## config.mk

```make
export PLATFORM = sky130hd
export DESIGN_NAME = nibble_sel_sched
export DESIGN_NICKNAME = d
export VERILOG_FILES = /design/src/rtl/nibble_sel_pkg.sv /design/src/rtl/rr_arb2.sv /design/src/rtl/nibble_sel_sched.sv
export SDC_FILE = /design/constraint.sdc
export NUM_CORES = 1
export LEC_CHECK = 0
export CAP_MARGIN = 40
export CELL_PAD_IN_SITES_DETAIL_PLACEMENT = 1
export CELL_PAD_IN_SITES_GLOBAL_PLACEMENT = 1
export CORE_MARGIN = 2
export CORE_UTILIZATION = 24
export CTS_CLUSTER_DIAMETER = 120
export DETAILED_ROUTE_END_ITERATION = 16
export HOLD_SLACK_MARGIN = 0.06
export PLACE_DENSITY_LB_ADDON = 0.2
export SYNTH_ARGS = -nofsm -noshare
export SYNTH_HDL_FRONTEND = slang
export SYNTH_SLANG_ARGS = --single-unit
```

## constraint.sdc

```tcl
create_clock -name clk -period 1.24 [get_ports clk]
set_input_delay 0.248 -clock clk [delete_from_list [all_inputs] [get_ports clk]]
set_output_delay 0.248 -clock clk [all_outputs]
set_load 0.005 [all_outputs]
```

## src/rtl/nibble_sel_pkg.sv

```systemverilog
// Shared types and default sizes for the selector4 nibble path.
// Owner and FSM state enums plus default lane/index/length widths.
package nibble_sel_pkg;

  localparam int LANES_D = 4;
  localparam int IDX_W_D = 3;
  localparam int LEN_W_D = 4;

  typedef enum logic {
    OWN_A,
    OWN_B
  } owner_e;

  typedef enum logic {
    IDLE,
    RUN
  } state_e;

endpackage

```

## src/rtl/rr_arb2.sv

```systemverilog
// Two-requester round-robin arbiter with a last_owner register.
// Ports: clk, reset, req_a/req_b, done/done_owner in; one-hot gnt_a/gnt_b out.
module rr_arb2
  import nibble_sel_pkg::*;
(
  input  logic   clk,
  input  logic   reset,
  input  logic   req_a,
  input  logic   req_b,
  input  logic   done,
  input  owner_e done_owner,
  output logic   gnt_a,
  output logic   gnt_b
);

  owner_e last_q;

  // On a tie the side that did not finish last wins.
  always_comb begin
    gnt_a = 1'b0;
    gnt_b = 1'b0;
    unique case (1'b1)
      (req_a && req_b): begin
        gnt_a = (last_q == OWN_B);
        gnt_b = (last_q == OWN_A);
      end
      (req_a && !req_b): gnt_a = 1'b1;
      (!req_a && req_b): gnt_b = 1'b1;
      default: ;
    endcase
  end

  always_ff @(posedge clk or posedge reset) begin
    if (reset) begin
      last_q <= OWN_B;
    end else if (done) begin
      last_q <= done_owner;
    end
  end

endmodule

```

## src/rtl/nibble_sel_sched.sv

```systemverilog
// Burst scheduler sharing one selector4 datapath between A and B.
// Ports: req/len per side, out_ready in; gnt, sel, lane indices, beat flags out.
module nibble_sel_sched
  import nibble_sel_pkg::*;
#(
  parameter int LANES = LANES_D,
  parameter int IDX_W = IDX_W_D,
  parameter int LEN_W = LEN_W_D
) (
  input  logic                   clk,
  input  logic                   reset,
  input  logic                   req_a,
  input  logic [LEN_W-1:0]       len_a,
  input  logic                   req_b,
  input  logic [LEN_W-1:0]       len_b,
  input  logic                   out_ready,
  output logic                   gnt_a,
  output logic                   gnt_b,
  output logic [LANES-1:0]       sel,
  output logic [LANES*IDX_W-1:0] sel_a_idx,
  output logic [LANES*IDX_W-1:0] sel_b_idx,
  output logic                   beat_valid,
  output logic                   beat_last
);

  state_e state_q, state_d;
  owner_e owner_q, owner_d;
  logic [LEN_W-1:0] beat_q, beat_d;
  logic [LEN_W-1:0] len_q, len_d;

  logic pick_a, pick_b;
  logic done;
  logic run, last, accept;
  logic [LANES*IDX_W-1:0] idx;

  rr_arb2 u_arb (
    .clk        (clk),
    .reset      (reset),
    .req_a      (req_a),
    .req_b      (req_b),
    .done       (done),
    .done_owner (owner_q),
    .gnt_a      (pick_a),
    .gnt_b      (pick_b)
  );

  assign run    = (state_q == RUN);
  assign last   = run && (beat_q == len_q);
  assign accept = run && out_ready;

  always_comb begin
    state_d = state_q;
    owner_d = owner_q;
    beat_d  = beat_q;
    len_d   = len_q;
    done    = 1'b0;
    unique case (1'b1)
      (state_q == IDLE): begin
        if (pick_a || pick_b) begin
          state_d = RUN;
          owner_d = pick_b ? OWN_B : OWN_A;
          len_d   = pick_b ? len_b : len_a;
          beat_d  = '0;
        end
      end
      (state_q == RUN): begin
        if (accept) begin
          if (last) begin
            state_d = IDLE;
            done    = 1'b1;
          end else begin
            beat_d = beat_q + 1'b1;
          end
        end
      end
      default: state_d = IDLE;
    endcase
  end

  // Lane indices wrap naturally in IDX_W bits.
  always_comb begin
    idx = '0;
    for (int i = 0; i < LANES; i++) begin
      idx[i*IDX_W +: IDX_W] =
        IDX_W'(int'(beat_q) * LANES + i);
    end
  end

  // Outputs decode from registers only, so they stay
  // glitch-free during stalls and clear with async reset.
  assign gnt_a      = run && (owner_q == OWN_A);
  assign gnt_b      = run && (owner_q == OWN_B);
  assign beat_valid = run;
  assign beat_last  = last;
  assign sel        = {LANES{gnt_b}};
  assign sel_a_idx  = gnt_a ? idx : '0;
  assign sel_b_idx  = gnt_b ? idx : '0;

  always_ff @(posedge clk or posedge reset) begin
    if (reset) begin
      state_q <= IDLE;
      owner_q <= OWN_A;
      beat_q  <= '0;
      len_q   <= '0;
    end else begin
      state_q <= state_d;
      owner_q <= owner_d;
      beat_q  <= beat_d;
      len_q   <= len_d;
    end
  end

endmodule

```

# Word level (Yosys, flattened, before mapping)
# Cells that the tools add are included.
# classes
add_sub_neg,4
n_eq_ne,4
mux,17
bitwise,3
reduce_logical,12
# op_table
op,count
12-bit 2-to-1 mux,2
4-bit 2-to-1 mux,4
4-bit case mux with 2 select lines,1
1-bit logical AND,7
1-bit 2-to-1 mux,7
3-bit by 2-bit adder with 3-bit output (second input constant),2
1-bit case mux with 2 select lines,3
4-bit by 1-bit adder with 4-bit output (second input constant),1
4-bit == test,1
2-bit by 1-bit != test with 1-bit output (second input constant),2
3-bit by 1-bit adder with 3-bit output (second input constant),1
1-bit inverter,3
3-bit AND reduction,1
1-bit logical NOT,2
2-bit != test (second input constant),1
2-bit AND reduction,1
1-bit logical OR,1
# word_totals
reg_bits,11
in_bits,13
wordCells,45

# Longest topological paths before layout
# depth
ltp_word,6
depth_mapped,4
depth_no_buf,4

# Modules after synthesis
# Synthesis repeated with hierarchy kept, for this count alone.
# unflattened
hier_cells,99
area_unflattened_um2,840.8
# by_module_without_submodules
mod,instances,cells_per_inst,area_per_inst_um2,seq_area_each_um2
nibble_sel_sched,1,92,783.3,250.2
rr_arb2,1,7,57.6,26.3

# Worst setup path before layout
# OpenSTA, ideal clock, no wires.
# synth_path
path_type,register to output
startpoint,register state_q (netlist: beat_valid)
endpoint,output port sel_a_idx[10]
arrival_ps,1104
t_required_ps,992
setup_slack_ps,-112
stages_incl_launch_ff,4
cell_sequence,dfrtp_1 > clkbuf_1 > nor2b_1 > buf_4
# synth_via
elab_chain_len,2
# synth_rtl
item,line_no,source
from (decl),nibble_sel_sched.sv:26,"state_e state_q, state_d;"
from (signal assigned),nibble_sel_sched.sv:106,state_q <= state_d;
1-bit logical AND,nibble_sel_sched.sv:91,assign gnt_a = run && (owner_q == OWN_A);
via gnt_a,nibble_sel_sched.sv:17,"output logic gnt_a,"
12-bit 2-to-1 mux,nibble_sel_sched.sv:96,assign sel_a_idx = gnt_a ? idx : '0;
to (decl),nibble_sel_sched.sv:20,"output logic [LANES*IDX_W-1:0] sel_a_idx,"
# The timed path passes the listed nets, and every way through them passes these cells.

# Final worst setup path
# layout_path
startpoint,register beat_q[0]
endpoint,output port beat_last
# layout_via
elab_chain_len,2
# layout_rtl
item,line_no,source
from (decl),nibble_sel_sched.sv:28,"logic [LEN_W-1:0] beat_q, beat_d;"
from (signal assigned),nibble_sel_sched.sv:108,beat_q <= beat_d;
4-bit == test,nibble_sel_sched.sv:48,assign last = run && (beat_q == len_q);
1-bit logical AND,nibble_sel_sched.sv:48,
to (decl),nibble_sel_sched.sv:23,output logic beat_last
# No other way between the ends.

==> run_results.csv <==
group,metric,value,unit
status,status,"finished, violations left",
status,violations,"setup timing",
cts,clk_pin_slew_worst_paths,0.07,ns
detailed_routing,post-route-drc-count,0,
logic_synthesis,synth.top_cell.area_share,30.5,%
run,max_cap_viol_count,0,
worst_setup_path,crit_required,0.99,ns
worst_setup_path,startpoint,"beat_q[0]",
die,die_w,62.5,µm
layout,syn2layout_area_growth,96.0,%
layout,stdcell_count,197,
grt,antenna_found_initial,0,
place,numPortBuffers,36,
logic_synthesis,synth_warnings,0,
place,gp_congestion,0.769,
timing,fin_crit_sh,131,%
layout,fin_util,48.6,%
layout,drive_gt1_share,58.3,%
die,io_pins,45,
detailed_routing,vias_per_cell,4.12,
detailed_routing,drt_iter0_markers,8,
die,row_count,21,
detailed_routing,ant_nets,0,
worst_setup_path,worstSetupStartpointType,"flop",
logic_synthesis,ys_seq_area_share,33.7,%
timing,fin_ws,-0.384,ns
timing,max_freq,616,MHz
detailed_routing,wire_per_inst,14.2,µm
cts,cts_root_buf,"clkbuf_4",
cts,clock_latency,0.27,ns
layout,layout.nets,166,
pwr,p_per_area,2980,mW/mm²
logic_synthesis,synth_cell_type_count,29,
min_path,hp-class,"in -> async",
layout,diodes,0,
timing,tns,-6.24,ns
timing,hold_slack,0.296,ns
grt,grt_usage,13.3,%
logic_synthesis,synth_area,821,µm²
layout,fin_area,0.00161,mm²
grt,grt_pass1_vias,835,
place,hpwl,1740,µm
worst_setup_path,path_class,"reg -> out",
detailed_routing,first_pass_iters,3,
die,fp.dieArea,0.00390,mm²
pwr,p_leak,0.792,nW
cts,clockBufferDepth,2,
timing,finClkSkew,0.000125,ns
logic_synthesis,syn_area_per_cell,9.12,µm²
place,dp_slack,-0.481,ns
timing,fin_crit,1.62,ns
worst_setup_path,endpoint,"beat_last",
worst_setup_path,rr_endpoint,"u_arb.last_q",
timing,rsz0062_at_grt,"true",
timing,slew_viol_final,0,
logic_synthesis,yosysTopAreaCell,"dfrtp_1",
logic_synthesis,syn_inst,90,
logic_synthesis,synth.area.top_cells,"dfrtp_1 30%, buf_4 24%, mux2i_1 7.3%, xnor2_1 4.3%, nand2_1 4.1%",
cts,cts.sinks,11,
cts,htree_levels,1,
worst_setup_path,endpoint_kind,"output port",
worst_setup_path,rrSetupSlack,-0.21,ns
detailed_routing,num_vias,812,
pwr,power,4.79,mW
logic_synthesis,ys_seq_elements,11,
die,core_area,0.00331,mm²
timing,hold_violations,0,
grt,grt_max_degree,12,
layout,fillers,391,
die,die_height,62.5,µm
timing,setup_viol,30,
detailed_routing,routed_wl,2810,µm
pwr,max-vdd-ir-drop,0.00105,V
cts,cts_tree,"built",
worst_setup_path,reg2regPathDepth,7,
worst_setup_path,critPathMaxFanout,2,
cts,cts-buffers-inserted,3,
grt,grt_overflow,0,
die,start_util,24.8,%
place,place_area,0.00123,mm²
grt,grt_pass1_wl,4100,µm
place,placed_cells,168,
worst_setup_path,rr_startpoint,"beat_valid",
worst_setup_path,crit_arrival,1.38,ns
-- layout make-up --
| type | count | area (µm²) | area share [%] |
|---|---|---|---|
| Timing Repair Buffer | 77 | 756 | 47.0 |
| Multi-Input combinational cell | 57 | 483 | 30.0 |
| Sequential cell | 11 | 279 | 17.3 |
| Tap cell | 46 | 57.6 | 3.58 |
| Clock buffer | 4 | 26.3 | 1.63 |
| Inverter | 2 | 7.51 | 0.467 |
-- cell families after synthesis --
group	Yosys count	synth area share, %
buffers and inverters	30	25.8
adders and majority gates	1	1.52
and+or+nand+nor	28	19.4
other	1	0.457
DFF	11	33.7
muxes	7	8.69
AOI/OAI and AO/OA	8	6.25
xor gates and xnor gates	4	4.27
-- timing repair --
item                       4_1_cts  5_1_grt
gates resized for setup        116       23
buffers inserted                19       11
hold buffers                     0        0
setup endpoints to repair       30       35
cloned                           1        0
pin swaps                       14        8
-- cells in the mapped netlist --
cell type / n
mux2i_1: 6
mux2_1: 1
and4_4: 1
o21ai_1: 4
nand4_1: 2
o21bai_1: 1
clkbuf_1: 1
nor2b_1: 1
nor3_2: 1
buf_4: 26
nand3_1: 5
conb_1: 1
nand2_1: 9
nor3_1: 1
and3_2: 1
o21ai_0: 1
o211ai_1: 1
nand4b_1: 1
ha_1: 1
nor2_2: 1
nor2_1: 2
buf_2: 1
a21boi_2: 1
nand4_2: 1
dfstp_2: 1
inv_1: 2
dfrtp_1: 10
and2_1: 2
xnor2_1: 4
-- per-layer routing --
metal | track usage (%) | vias to the layer above | share of wire [%]
li1 | - | 389 | -
met1 | 13.4 | 380 | 35
met2 | 25.5 | 39 | 58
met3 | 3.78 | 4 | 6.5
met4 | 4.72 | 0 | 1.0
met5 | 0 | - | 0
-- worst max-delay path: stages (launching register included) --
cell,delay (ns)
dfrtp_1,0.39
buf_6,0.13
xnor2_4,0.13
and4_4,0.23
and2_4,0.14
buf_6,0.08
-- power by group --
group / switching (mW) / leakage [nW] / internal [mW]
Sequential: 0.204 / 0.129 / 0.553
Clock: 0.123 / 0.0150 / 0.125
Combinational: 1.36 / 0.648 / 2.43
-- state kept, by name, summed over array words and instances, names as in the netlist --
register	count
len_q	4
owner_q	1
beat_q	4
u_arb.last_q	1
beat_valid	1
-- worst min path at each step --
stage                     startpoint         to  slack, ns
after floorplan                reset  beat_q[0]        0.1
after CTS                      reset   len_q[2]       0.31
after detailed placement    len_q[2]   len_q[2]       0.54
after global routing           reset  beat_q[1]       0.33
final                          reset   len_q[2]       0.30
after global placement      len_q[3]   len_q[3]       0.52
-- placed cells by master (no fill, tap or decap), drive strengths merged --
| cell | count |
|---|---|
| a21boi | 1 |
| and2 | 3 |
| and3 | 1 |
| and4 | 1 |
| buf | 57 |
| clkbuf | 6 |
| clkdlybuf4s15 | 2 |
| clkdlybuf4s50 | 10 |
| conb | 8 |
| dfrtp | 10 |
| dfstp | 1 |
| dlygate4sd2 | 4 |
| dlymetal6s2s | 2 |
| ha | 1 |
| inv | 2 |
| mux2 | 1 |
| mux2i | 6 |
| nand2 | 9 |
| nand3 | 5 |
| nand4 | 3 |
| nand4b | 1 |
| nor2 | 3 |
| nor2b | 1 |
| nor3 | 2 |
| o211ai | 1 |
| o21ai | 5 |
| o21bai | 1 |
| xnor2 | 4 |
(Power assumes the default switching activity.)
